`src/rtl/string_op_engine.sv`:
```
// string_op_engine: walks StringA (and StringB) one byte per cycle to compute
// strcmp, strlen or strchr. Inputs are read live while busy; result is
// registered on entry to DONE and held until the next completion.
module string_op_engine #(
   parameter int unsigned MAX_WORDS = 8
) (
   input  logic                   clk,
   input  logic                   reset,
   input  logic                   go,
   input  logic [1:0]             opcode,
   input  logic [7:0]             char_in,
   input  logic [32*MAX_WORDS-1:0] string_a,
   input  logic [32*MAX_WORDS-1:0] string_b,
   output logic                   busy,
   output logic                   done,
   output logic [31:0]            result
);

   localparam int unsigned N  = 4 * MAX_WORDS;
   localparam int unsigned IW = $clog2(N) + 1;

   typedef enum logic [1:0] {
      S_IDLE,
      S_RUN,
      S_DONE
   } state_t;

   state_t        state_q;
   logic [IW-1:0] idx_q;
   logic          busy_q;
   logic          done_q;
   logic [31:0]   result_q;

   logic [7:0]    a_byte;
   logic [7:0]    b_byte;
   logic          last_byte;
   logic [8:0]    diff;
   logic          term_d;
   logic [31:0]   result_d;

   // Select byte idx of each string (little-endian byte packing within words)
   always_comb begin
      a_byte = '0;
      b_byte = '0;
      for (int unsigned k = 0; k < N; k++) begin
         if (idx_q == k[IW-1:0]) begin
            a_byte = string_a[8*k +: 8];
            b_byte = string_b[8*k +: 8];
         end
      end
   end

   // Decide whether the current byte ends the operation, and with what result
   always_comb begin
      last_byte = (idx_q == IW'(N - 1));
      diff      = {1'b0, a_byte} - {1'b0, b_byte};
      term_d    = 1'b0;
      result_d  = '0;
      case (opcode)
         2'd0: begin
            if (a_byte != b_byte) begin
               term_d   = 1'b1;
               result_d = {{23{diff[8]}}, diff};
            end else if (a_byte == 8'h00 || last_byte) begin
               term_d   = 1'b1;
               result_d = '0;
            end
         end
         2'd1: begin
            if (a_byte == 8'h00) begin
               term_d   = 1'b1;
               result_d = 32'(idx_q);
            end else if (last_byte) begin
               term_d   = 1'b1;
               result_d = 32'(N);
            end
         end
         2'd2: begin
            // A match is tested first so char_in = 0 finds the terminator
            if (a_byte == char_in) begin
               term_d   = 1'b1;
               result_d = 32'(idx_q);
            end else if (a_byte == 8'h00 || last_byte) begin
               term_d   = 1'b1;
               result_d = '1;
            end
         end
         default: begin
            term_d   = 1'b1;
            result_d = '1;
         end
      endcase
   end

   // Control FSM with registered busy/done/result
   always_ff @(posedge clk) begin
      if (!reset) begin
         state_q  <= S_IDLE;
         idx_q    <= '0;
         busy_q   <= 1'b0;
         done_q   <= 1'b0;
         result_q <= '0;
      end else begin
         case (state_q)
            S_IDLE, S_DONE: begin
               if (go) begin
                  state_q <= S_RUN;
                  idx_q   <= '0;
                  busy_q  <= 1'b1;
                  done_q  <= 1'b0;
               end
            end
            S_RUN: begin
               if (term_d) begin
                  state_q  <= S_DONE;
                  busy_q   <= 1'b0;
                  done_q   <= 1'b1;
                  result_q <= result_d;
               end else begin
                  idx_q <= idx_q + IW'(1);
               end
            end
            default: begin
               state_q <= S_IDLE;
               busy_q  <= 1'b0;
               done_q  <= 1'b0;
            end
         endcase
      end
   end

   assign busy   = busy_q;
   assign done   = done_q;
   assign result = result_q;

endmodule

```
`config.mk`:
```
export PLATFORM = sky130hd
export DESIGN_NAME = string_op_engine
export DESIGN_NICKNAME = d
export VERILOG_FILES = /design/src/rtl/string_op_engine.sv
export SDC_FILE = /design/constraint.sdc
export NUM_CORES = 1
export LEC_CHECK = 0
export ABC_AREA = 1
export CAP_MARGIN = 10
export CORE_AREA = 3 3 215 217
export DETAILED_ROUTE_END_ITERATION = 8
export DIE_AREA = 0 0 218 220
export PLACE_DENSITY_LB_ADDON = 0.25
export SLEW_MARGIN = 40
export SYNTH_ARGS = -nofsm -noshare
export SYNTH_HDL_FRONTEND = slang
export SYNTH_SLANG_ARGS = --single-unit
```
`constraint.sdc`:
```
create_clock -name clk -period 6.65 [get_ports clk]
set_input_delay 0.9975 -clock clk [delete_from_list [all_inputs] [get_ports clk]]
set_output_delay 0.9975 -clock clk [all_outputs]
set_load 0.01 [all_outputs]
```
* Word level (Yosys, flattened, before mapping)
Cells that the tools add are included.
W data, S select, Z words.
** Word-level totals
- Register bits :: 42
- Input port bits :: 525
- Output and inout bits :: 34
- Logic and storage cells :: 145
** Operators by class
- Add/sub/neg operators :: 2
- Equality and inequality tests :: 40
- Muxes and demuxes :: 88
- Reduce and logical (&&, ||, !) cells :: 10
** Operators with widths (number)
- $mux W8 :: 64
- $eq A6 B5 Y1 const B :: 16
- $mux W32 :: 3
- $pmux W32 S3 :: 1
- $eq A6 B4 Y1 const B :: 8
- $eq A6 B3 Y1 const B :: 4
- $mux W6 :: 4
- $eq A6 B2 Y1 const B :: 2
- $pmux W6 S2 :: 1
- $mux W1 :: 9
- $sub A8 B8 Y9 :: 1
- $eq A8 B8 Y1 :: 1
- $logic_not A8 Y1 :: 1
- $ne A8 B8 Y1 :: 1
- $add A6 B1 Y6 const B :: 1
- $eq A6 B1 Y1 const B :: 1
- $logic_not A6 Y1 :: 1
- $ne A2 B2 Y1 const B :: 3
- $eq A2 B1 Y1 const B :: 2
- $eq A2 B2 Y1 const B :: 2
- $logic_not A2 Y1 :: 2
- $mux W2 :: 2
- $pmux W1 S2 :: 2
- $pmux W2 S2 :: 1
- other kinds (6) :: 7

* Depth between registers and ports, before layout
Gate-level depths: netlist of the first run.
- Word-level depth :: 40
- Gate-level depth with buffers :: 50
- Gate-level depth less buffers :: 49

* Worst setup path before layout of the first run
Ideal clock, no wire load.
- Kind :: register -> register
- Start point :: register idx_q[0]
- End point :: register result_q[6] (netlist: result[6])
- Setup time :: 116 ps
- Data arrival time :: 5050 ps
- Data required time :: 6534 ps
- Path slack :: 1484 ps
- Stages on the path, launching flop included :: 47
- Path buffers :: 2
- Clock period less this slack :: 5166 ps
- Path through :: dfxtp_1 inv_1 ha_1 nand3_2 buf_2 clkbuf_1 inv_1 a21oi_1 nand2_1 o21ai_0 o211ai_1 nand2_1 nand2_1 o211ai_1 a41oi_1 nor2_1 o311ai_0 nand2_1 [11 not listed] nand2_1 nand2_1 nand2_1 nand3_1 nand2_1 a21oi_1 ha_1 inv_1 fa_1 nand3_1 nand2_1 nand3_1 nand2_1 xnor2_1 o21ai_0 or2_1 o21ai_0 nor2_1
** Between the ends
- Cells in the longest elaborated chain, start to end :: 39
- Elaborated cells on any way between the ends :: 112
- Classes of those cells :: 1 x add/sub; 33 x eq/ne; 74 x mux; 4 x reduce/logical
** Ends and longest elaborated chain
- from (decl) :: RTL line 29 : logic [IW-1:0] idx_q;
- from (signal assigned) :: RTL line 120 : idx_q <= idx_q + IW'(1);
- parallel branches: the longest is 39 deep, another holds $mux W8
- to (signal assigned) :: RTL line 118 : result_q <= result_d;
- to (decl) :: RTL line 32 : logic [31:0] result_q;
Parallel ways; which one is timed is not known.
A chain may end at the register's enable or synchronous reset.

* Worst setup path after layout of the first run
- Start point :: input string_b[12]
- End point :: register result_q[30] (netlist: result[30])
** Between the ends
- Cells in the longest elaborated chain, start to end :: 35
- Elaborated cells on any way between the ends :: 38
- Classes of those cells :: 1 x add/sub; 1 x eq/ne; 35 x mux; 1 x reduce/logical
** Ends and longest elaborated chain
- from (decl) :: RTL line 13 : input logic [32*MAX_WORDS-1:0] string_b,
- $mux W8 (*) (31 in a row) :: RTL line 46 : if (idx_q == k[IW-1:0]) begin
- parallel branches: the longest is 4 deep, another holds $sub A8 B8 Y9
Every way passes the cells marked *.

==> results of run 1 <==
-- flip-flops by register name (all words and copies together), names as in the netlist --
register,cells
result,9
idx_q,6
state_q,2
busy,1
-- worst min-delay path by stage --
stage | from | slack, ps | cells past startpoint | to
after floorplan | state_q[0] | 430 | 1 | busy
after global placement | state_q[1] | 470 | 2 | state_q[1]
after detailed placement | state_q[1] | 470 | 2 | state_q[1]
after CTS | state_q[1] | 480 | 2 | state_q[1]
after global routing | state_q[1] | 500 | 2 | state_q[1]
final | state_q[1] | 470 | 2 | state_q[1]
-- critical path: cells and delay by family --
kind / cells / cell delay (ps)
simple gates: 25 / 2230
compound gates: 15 / 2080
buf+inv: 2 / 640
fa+ha+maj: 1 / 310
-- metal layers --
metal	GRT usage	wire length [µm]	part of all wire	vias up
li1	-	-	-	5904
met4	0.0552	1560	0.031	0
met3	0.0347	3530	0.070	56
met5	0	0	0	-
met1	0.239	20800	0.41	5240
met2	0.366	24700	0.49	478
-- power by group through the flow --
stage | clock network [mW] | logic [mW] | registers, mW
2_1_floorplan | 0 | 0.234 | 0.122
3_3_place_gp | 0 | 0.690 | 0.121
3_5_place_dp | 0 | 0.691 | 0.121
4_1_cts | 0.120 | 0.695 | 0.119
5_1_grt | 0.125 | 0.763 | 0.120
6_report | 0.118 | 0.702 | 0.119
-- cells by family (layout without fill, tap and decap cells) --
| logic type | after synthesis | in the layout | share of synthesized area |
|---|---|---|---|
| buf+inv | 237 | 758 | 0.145 |
| compound gates | 217 | 217 | 0.166 |
| fa+ha+maj | 14 | 14 | 0.0246 |
| flops | 18 | 18 | 0.0485 |
| xor+xnor | 8 | 8 | 0.00944 |
| simple gates | 1042 | 1042 | 0.606 |
-- final cells by class --
type / count / area, µm² / area share
well taps: 592 / 741 / 0.0536
repair buffers: 612 / 6020 / 0.436
flip-flops and latches: 18 / 363 / 0.0263
clock buffers: 3 / 75.1 / 0.00543
multi-input cells: 1281 / 6080 / 0.440
inverters: 143 / 543 / 0.0393
-- through the flow --
stage                util  power [mW]
floorplan               -       0.356
global placement    0.307       0.810
detailed placement  0.307       0.812
CTS                 0.308       0.934
global route        0.312        1.01
finish              0.312       0.939
-- cell usage after synthesis (all sizes together), types with 2 or more instances --
cell and n:
o21ai 72, a21oi 98, dfxtp 18, nand4 12, a211oi 2, a21boi 6
a31oi 4, xnor2 2, clkbuf 35, ha 13, nand2 620, clkinv 6
nor3 2, nand3 164, o211ai 25, nor3b 3, nor2 177, o311ai 3
or2 63, xor2 6, buf 59, inv 137
-- repair_timing --
item | in CTS | in global routing
buffers inserted | 0 | 8
setup endpoints to repair | 0 | 18
gates resized for setup | 0 | 31
==> results.md, run 1 <==
- Async SR Flop Fraction: 0
- DP HPWL: 43400 µm
- Comb pwr share: 0.748
- NumNets Final: 2598
- Number of placed I/O pins: 559
- Layout overhead on the synthesized area: 86.1%
- Fin cells: 2649
- Dpl ws: roughly 160 ps
- Reg-to-reg slack, setup: 560 ps
- Filler cells: 5036
- Inst Count DP: 2638
- Max Slew Vio Count: 0
- Via count: 11700
- Worst-Skew Late Latency: 250 ps
- Drt pass-1 iters: 5
- TritonCTS clock tree: yes
- Routability Congestion: 0.947
- Arrival time at the worst endpoint: between 6000 and 7000 ps
- Final count of negative-setup-slack endpoints: 0
- Synth Flop Type: dfxtp_1
- Number of global-route vias before repair: approximately 12000
- Total Neg Setup Slack: 0 ps
- Final worst slack: 493 ps
- Register area share after synthesis: 0.0485
- I/O Buffers: 558
- Reg2Reg Launch Point: idx_q[5]
- #FFs+latches synth: 18
- Synthesized area: 7430 µm²
- First-pass GRT wire length: between 70000 and 80000 µm
- Number of synthesized flops with an enable pin: 0
- Critical Path Source: string_b[12]
- Total Wirelength: 50600 µm
- ANT nets after route: 0
- Final period util: 0.926
- Final Hold Fails: 0
- Switching power: 0.330 mW
- Crit Path Max Fanout: 4
- Layout cells sized above 1: 0.0846
- Die area: 48000 µm²
- Req. time, crit path: a little under 7000 ps
- CTS buffer count: 3
- DIE HEIGHT: between 200 and 250 µm
- Post-Synthesis Cells: roughly 1500
- Rows: 77
- Ranking of synthesized cells by area: nand2_1, nand3_1, nor2_1
- Synth Warn #: 0
- Clk sinks: 18
- CTS max path bufs: 2
- DP Area: 13600 µm²
- Crit end category: register
- Clock skew: 5.08 ps
- Yosys top cell area share: 0.307
- Worst hold slack: 474 ps
- DRT iter0 DRCs: 623
- Fin crit period: roughly 6200 ps
- Unique masters post-synth: 50
- Drt wl/cell: around 19 µm
- Crit path launch type: input pin
- Leakage power: 6.00 nW
- Maxcap violations: 0
- Worst path slowest cell: clkdlybuf4s50_1
- Clk network pwr share: 0.126
- Pin count of the biggest net entering global routing: 28
- FMAX: 162 MHz
- Hold-fix buffers, CTS: 0
- Status: finished clean
- Total grt overflow: 0
- Syn Nets: 2075
- VDD IR max: 0.0000979 V
- Clk pin slew, worst setup/hold paths: 50 ps
- CP peak stage delay: 500 ps
- Switching Fraction: 0.351
- Total GRT Usage: 0.200
- Crit path top cell by count: nand2_1
- DRC Markers: 0
- Commonest non-fill, non-tap cell in the layout: nand2_1
- Core box area: 44300 µm²
- Internal power: 0.609 mW
- Vias per cell: 4.41
- Initial antenna violation count: 0
- Die W: 218 µm
- RSZ-0062 raised after global routing: no
- Root buf cell: clkbuf_16
- Part of the power in registers: 0.126
- Synth area leader: nand2_1
- HP Class: reg -> reg
- Syn Area/Cell: 4.83 µm²
- Actual slew at the worst max-slew pin: 744 ps
- Max transition margin: 0.502
- Critical path class: in -> reg
- Cell area power density: around 68 nW/µm²
- Cell area after layout: 13800 µm²
- Initial Utilization: 0.168
- H-tree levels: 1
- Worst R2R Path Depth: 46
- Commonest cells after routing, fill and taps aside: nand2_1, clkdlybuf4s50_1, nor2_1
- R2R Path End: result[30]
- Crit path to: result[30]
- Antenna cells: 0
Power figures use the tool's default switching activity.
==> inputs of run 2 (changes only) <==
Settings changed: CTS_CLUSTER_DIAMETER from default to 40.
Clock period 6.65 ns to 4.98 ns, I/O delays scaled along.
==> results.md, run 2 (synthesis gave the netlist of run 1 again) <==
- Status: finished, violations left
- Violated checks: setup timing
- Critical path class: reg -> reg
- R2R Path End: result[3]
- Inst Count DP: 2763 (+4.7%)
- Final worst slack: -722 ps (-1210 ps)
- Root buf cell: clkbuf_16
- Fin cells: 2796 (+5.5%)
- Crit path launch type: register
- VDD IR max: 0.0000862 V (-12%)
- Req. time, crit path: 5120 ps (-1670 ps)
- Reg2Reg Launch Point: idx_q[4]
- Total Wirelength: 52000 µm (+2.8%)
- Pin count of the biggest net entering global routing: 29 (+3.6%)
- I/O Buffers: 558 (unchanged)
- Cell area power density: 87.2 nW/µm² (+28%)
- HP Class: reg -> reg
- Worst path slowest cell: dfxtp_2
- Number of placed I/O pins: 559 (unchanged)
- DIE HEIGHT: 220 µm (unchanged)
- Max Slew Vio Count: 0 (unchanged)
- Final period util: 1.15
- CTS max path bufs: 2 (unchanged)
- Final Hold Fails: 0 (unchanged)
- Initial Utilization: 0.168 (unchanged)
- Internal power: 0.877 mW (+44%)
- Via count: 12200 (+4.4%)
- Die W: 218 µm (unchanged)
- Clock skew: 3.11 ps (-1.97 ps)
- Actual slew at the worst max-slew pin: 807 ps (+63.5 ps)
- H-tree levels: 1 (unchanged)
- Arrival time at the worst endpoint: 5840 ps (-460 ps)
- CTS buffer count: 3 (unchanged)
- Worst-Skew Late Latency: 250 ps (about the same)
- Total GRT Usage: 0.205 (+0.00533)
- Core box area: 44300 µm² (unchanged)
- Max transition margin: 0.460 (-0.0425)
- Rows: 77 (unchanged)
- WHS Path Cells: 1 (-1)
- Dpl ws: -1260 ps (-1410 ps)
- Crit path top cell by count: nand2_1
- Initial antenna violation count: 6 (+6)
- Final count of negative-setup-slack endpoints: 18 (+18)
- Total grt overflow: 0 (unchanged)
- Crit Path Max Fanout: 9 (+5)
- Commonest cells after routing, fill and taps aside: nand2_1, clkdlybuf4s50_1, buf_4
- First-pass GRT wire length: 75800 µm (+2.9%)
- Crit end category: register
- Layout cells sized above 1: 0.173 (+0.0881)
- Drt wl/cell: 18.6 µm (-2.6%)
- NumNets Final: 2740 (+5.5%)
- Hold_sp: state_q[0]
- Drt pass-1 iters: 8 (+3)
- Clk network pwr share: 0.131 (+0.005)
- Reg-to-reg slack, setup: -720 ps (-1280 ps)
- CP peak stage delay: 330 ps (-170 ps)
- Fin crit period: 5700 ps
- Switching Fraction: 0.350 (-0.00140)
- DRC Markers: 0 (unchanged)
- Largest register FFs: 9 (unchanged)
- Clk sinks: 18 (unchanged)
- Part of the power in registers: 0.116 (-0.010)
- TritonCTS clock tree: yes
- DP HPWL: 45600 µm (+4.8%)
- Vias per cell: 4.36 (-1.1%)
- Comb pwr share: 0.753 (+0.005)
- Clk pin slew, worst setup/hold paths: 50 ps (about the same)
- FMAX: roughly 180 MHz
- Die area: 48000 µm² (unchanged)
- Number of global-route vias before repair: 12600 (+4.5%)
- Layout overhead on the synthesized area: 108%
- Hold EP: busy
- Hold-fix buffers, CTS: 0 (unchanged)
- Routability Congestion: 0.982 (+3.7%)
- Switching power: 0.471 mW (+43%)
- Maxcap violations: 0 (unchanged)
- ANT nets after route: 0 (unchanged)
- Commonest non-fill, non-tap cell in the layout: nand2_1
- DRT iter0 DRCs: 542 (-13%)
- Worst R2R Path Depth: 48 (+4.3%)
- Leakage power: 6.84 nW (+14%)
- RSZ-0062 raised after global routing: yes
==> run 2: changes by cell type in the layout (fill, tap and decap cells not counted), moves of 7 or more <==
cell	before	now
a21oi_1	93	84
a21oi_2	3	12
buf_12	2	14
buf_4	51	164
buf_6	1	16
ha_1	11	4
nand2_1	606	585
nand2_2	10	27
nand3_1	157	150
o21ai_0	60	44
o21ai_1	11	21
==> run 2: critical path: cells and delay by family, from the launching register on <==
kind                       cells  cell delay, ps
and+or+nand+nor               39            3820
buffers and inverters          7             930
DFF                            1             330
adders and majority gates      1             310
AOI/OAI and AO/OA              1             180
==> run 2: timing repair <==
item                                    in CTS  in global routing
endpoints found under the setup margin      18                 18
cloned                                       0                  0
buffers inserted                            14                 13
pin swaps                                   43                 77
resized for setup                           59                 92
==> run 2: how the worst max path moves through the flow <==
stage	endpoint	startpoint	depth (start not counted)	slack [ps]
after floorplan	result[6]	idx_q[0]	41	9
after global placement	idx_q[1]	string_b[4]	42	-1160
after detailed placement	idx_q[1]	string_b[4]	42	-1260
after CTS	result[3]	idx_q[5]	45	-800
after global routing	result[3]	idx_q[0]	44	-1090
final	result[3]	idx_q[4]	48	-720
==> run 2: routing by layer <==
layer	GRT usage	routed length (µm)	up-vias
li1	-	-	6198
met1	0.244	21400	5468
met2	0.383	25700	472
met3	0.0352	3670	56
met4	0.0448	1320	0
met5	0	0	-
==> run 2: layout make-up <==
cell class              count  area, µm²
flip-flops and latches     18        375
diodes                      4       10.0
repair buffers            754       7300
fillers                  4956      28900
clock buffers               4       88.8
inverters                 143        547
multi-input cells        1281       6390
well taps                 592        741
==> run 2: power groups by stage <==
stage	clock network (mW)	logic [mW]	registers, mW
finish	0.176	1.02	0.157
global route	0.187	1.10	0.158
floorplan	0	0.314	0.163
global placement	0	0.962	0.161
detailed placement	0	0.958	0.161
CTS	0.181	0.983	0.158
==> run 2: per-stage QoR <==
stage          hold WS [ps]  area [µm²]  TNS (ps)  total power [mW]  utilization
2_1_floorplan           429        7450         0             0.477            -
3_3_place_gp            457       14700    -19680              1.12        0.331
3_5_place_dp            457       14700    -21300              1.12        0.331
4_1_cts                 477       15100    -13820              1.32        0.340
5_1_grt                 479       15500    -19120              1.45        0.349
6_report                468       15500    -12410              1.35        0.349
==> inputs of run 3 (changes only) <==
Settings changed: CELL_PAD_IN_SITES_DETAIL_PLACEMENT from default to 1, CELL_PAD_IN_SITES_GLOBAL_PLACEMENT from default to 1, CORE_AREA 3 3 215 217 to 3 3 214 216, DIE_AREA 0 0 218 220 to 0 0 217 219.
==> results.md, run 3 (synthesis gave the netlist of run 1 again) <==
- DP Area: 14800 µm² (+0.51%)
- Buffers & Inverters on Critical Path: 4 (-3)
- Arrival time at the worst endpoint: 5740 ps (-100 ps)
- Cell area power density: 88.3 nW/µm² (+1.2%)
- Final count of negative-setup-slack endpoints: 18 (unchanged)
- NumNets Final: 2751 (+0.40%)
- Largest register FFs: 9 (unchanged)
- Req. time, crit path: 5120 ps (about the same)
- Max transition margin: 0.477 (+0.0168)
- Crit Path Max Fanout: 7 (-2)
- Commonest non-fill, non-tap cell in the layout: nand2_1
- Commonest cells after routing, fill and taps aside: nand2_1, clkdlybuf4s50_1, buf_4
- Critical path class: reg -> reg
- Worst path slowest cell: dfxtp_4
- DIE HEIGHT: 219 µm (-0.45%)
- Initial antenna violation count: 12 (+6)
- Number of placed I/O pins: 559 (unchanged)
- Clock skew: 1.68 ps (-1.43 ps)
- Die area: 47500 µm² (-0.91%)
- Status: finished, violations left
- Routability Congestion: 0.923 (-6.1%)
- H-tree levels: 1 (unchanged)
- FMAX: 178 MHz (+1.8%)
- CP peak stage delay: 370 ps (+40 ps)
- Initial Utilization: 0.168 (+0.000732)
- DP HPWL: 48800 µm (+7.2%)
- Rows: 77 (unchanged)
- HP Class: reg -> reg
- Leakage power: 6.90 nW (+0.82%)
- First-pass GRT wire length: 81400 µm (+7.3%)
- GR Layer Usage met2: 0.412 (+0.0290)
- Dpl ws: -1280 ps (-24.7 ps)
- RSZ-0062 raised after global routing: yes
- VDD IR max: 0.000145 V (+68%)
- Maxcap violations: 0 (unchanged)
- DRT iter0 DRCs: 452 (-17%)
- Crit path top cell by count: nand2_1
- Layout overhead on the synthesized area: 109%
- Final worst slack: -623 ps (+98.9 ps)
- Final Hold Fails: 0 (unchanged)
- Total grt overflow: 0 (unchanged)
- Drt wl/cell: 19.9 µm (+6.9%)
- CTS max path bufs: 2 (unchanged)
- Vias per cell: 4.42 (+1.4%)
- CP top delay family: simple AND/OR/NAND/NOR gates
- ANT nets after route: 0 (unchanged)
- GR Layer Usage met3: 0.0462 (+0.0111)
- Final period util: 1.13 (-0.0199)
- Actual slew at the worst max-slew pin: 782 ps (-25.1 ps)
- Total GRT Usage: 0.222 (+0.0167)
- CTS buffer count: 3 (unchanged)
- Die W: 217 µm (-0.46%)
- Layout Utilization: 0.352 (+0.00345)
- Core box area: 44100 µm² (-0.43%)
- DRC Markers: 0 (unchanged)
- Violated checks: setup timing
- Clk pin slew, worst setup/hold paths: 50 ps (about the same)
- Clk sinks: 18 (unchanged)
- Total Neg Setup Slack: -10710 ps (+1700 ps)
- Root buf cell: clkbuf_16
- Filler cells: 5833 (+18%)
- TritonCTS clock tree: yes
- Total Wirelength: 55900 µm (+7.5%)
- Fin crit period: 5600 ps (-98.9 ps)
- Via count: 12400 (+2.0%)
- Crit end category: register
- M1 GR Usage: 0.259 (+0.0145)
- Pin count of the biggest net entering global routing: 29 (unchanged)
- Number of global-route vias before repair: 13300 (+5.2%)
- Worst-Skew Late Latency: 250 ps (about the same)
- Max Slew Vio Count: 0 (unchanged)
- Drt pass-1 iters: 5 (-3)
- I/O Buffers: 558 (unchanged)
- Layout cells sized above 1: 0.178 (+0.00547)
- Most used routing layer in global routing: met2
- Cell area after layout: 15500 µm² (+0.55%)
- Crit path launch type: register
[run 3: changes by cell type in the layout (fill, tap and decap cells not counted), sizes merged]
| cell | previous run | this run |
|---|---|---|
| dlygate4sd2 | 3 | 2 |
| clkbuf | 4 | 5 |
| diode | 4 | 9 |
| buf | 196 | 206 |
| clkdlybuf4s50 | 555 | 556 |
[run 3: power breakdown]
| part | switching, mW | internal (mW) | leakage, nW |
|---|---|---|---|
| clock | 0.0547 | 0.122 | 0.0442 |
| combinational | 0.418 | 0.620 | 6.71 |
| sequential | 0.00746 | 0.150 | 0.150 |
| total | 0.480 | 0.892 | 6.90 |
[run 3: worst paths after layout]
kind              slack, ps  endpoint  cells past startpoint       start
setup / recovery       -620  idx_q[1]                     46    idx_q[0]
hold / removal          480      busy                      1  state_q[0]
setup reg to reg       -620  idx_q[1]                     46    idx_q[0]
hold reg to reg         480      busy                      1  state_q[0]
[run 3: worst reg2reg max path, delay by kind of cell, from the launching register on]
family | cells | cell delay [ps]
AO/OA/AOI/OAI | 8 | 1280
adder cells (fa/ha/maj) | 2 | 490
AND/OR/NAND/NOR | 32 | 2870
buffers and inverters | 4 | 500
flip-flops | 1 | 370
[run 3: stage by stage]
stage / std cells / total power, mW / hold slack (ps)
after floorplan: 1536 / 0.477 / 429
after global placement: 2773 / 1.14 / 447
after detailed placement: 2773 / 1.14 / 467
after CTS: 2799 / 1.37 / 483
after global routing: 2812 / 1.48 / 497
final: 2812 / 1.37 / 482
[run 3: repair_timing]
item                       4_1_cts  5_1_grt
setup buffers                   22        3
setup endpoints to repair       18       18
pin swaps                       55       46
hold buffers                     0        0
cloned                           0        1
gates resized for setup         86       54
[run 3: layer usage]
layer  vias to the layer above  routed length [µm]  share of wire
li1                       6219                   -              -
met1                      5734               22900           0.41
met2                       421               27800           0.50
met3                        60                3770          0.067
met4                         4                1430          0.026
met5                         -                  22        0.00039
[run 3: cell type report]
| class | count | area, µm² | area share |
|---|---|---|---|
| timing repair buffer | 765 | 7360 | 0.474 |
| multi-input combinational | 1281 | 6410 | 0.413 |
| tap | 592 | 741 | 0.0477 |
| inverter | 143 | 542 | 0.0349 |
| sequential | 18 | 372 | 0.0239 |
| clock buffer | 4 | 88.8 | 0.00572 |
| antenna | 9 | 22.5 | 0.00145 |
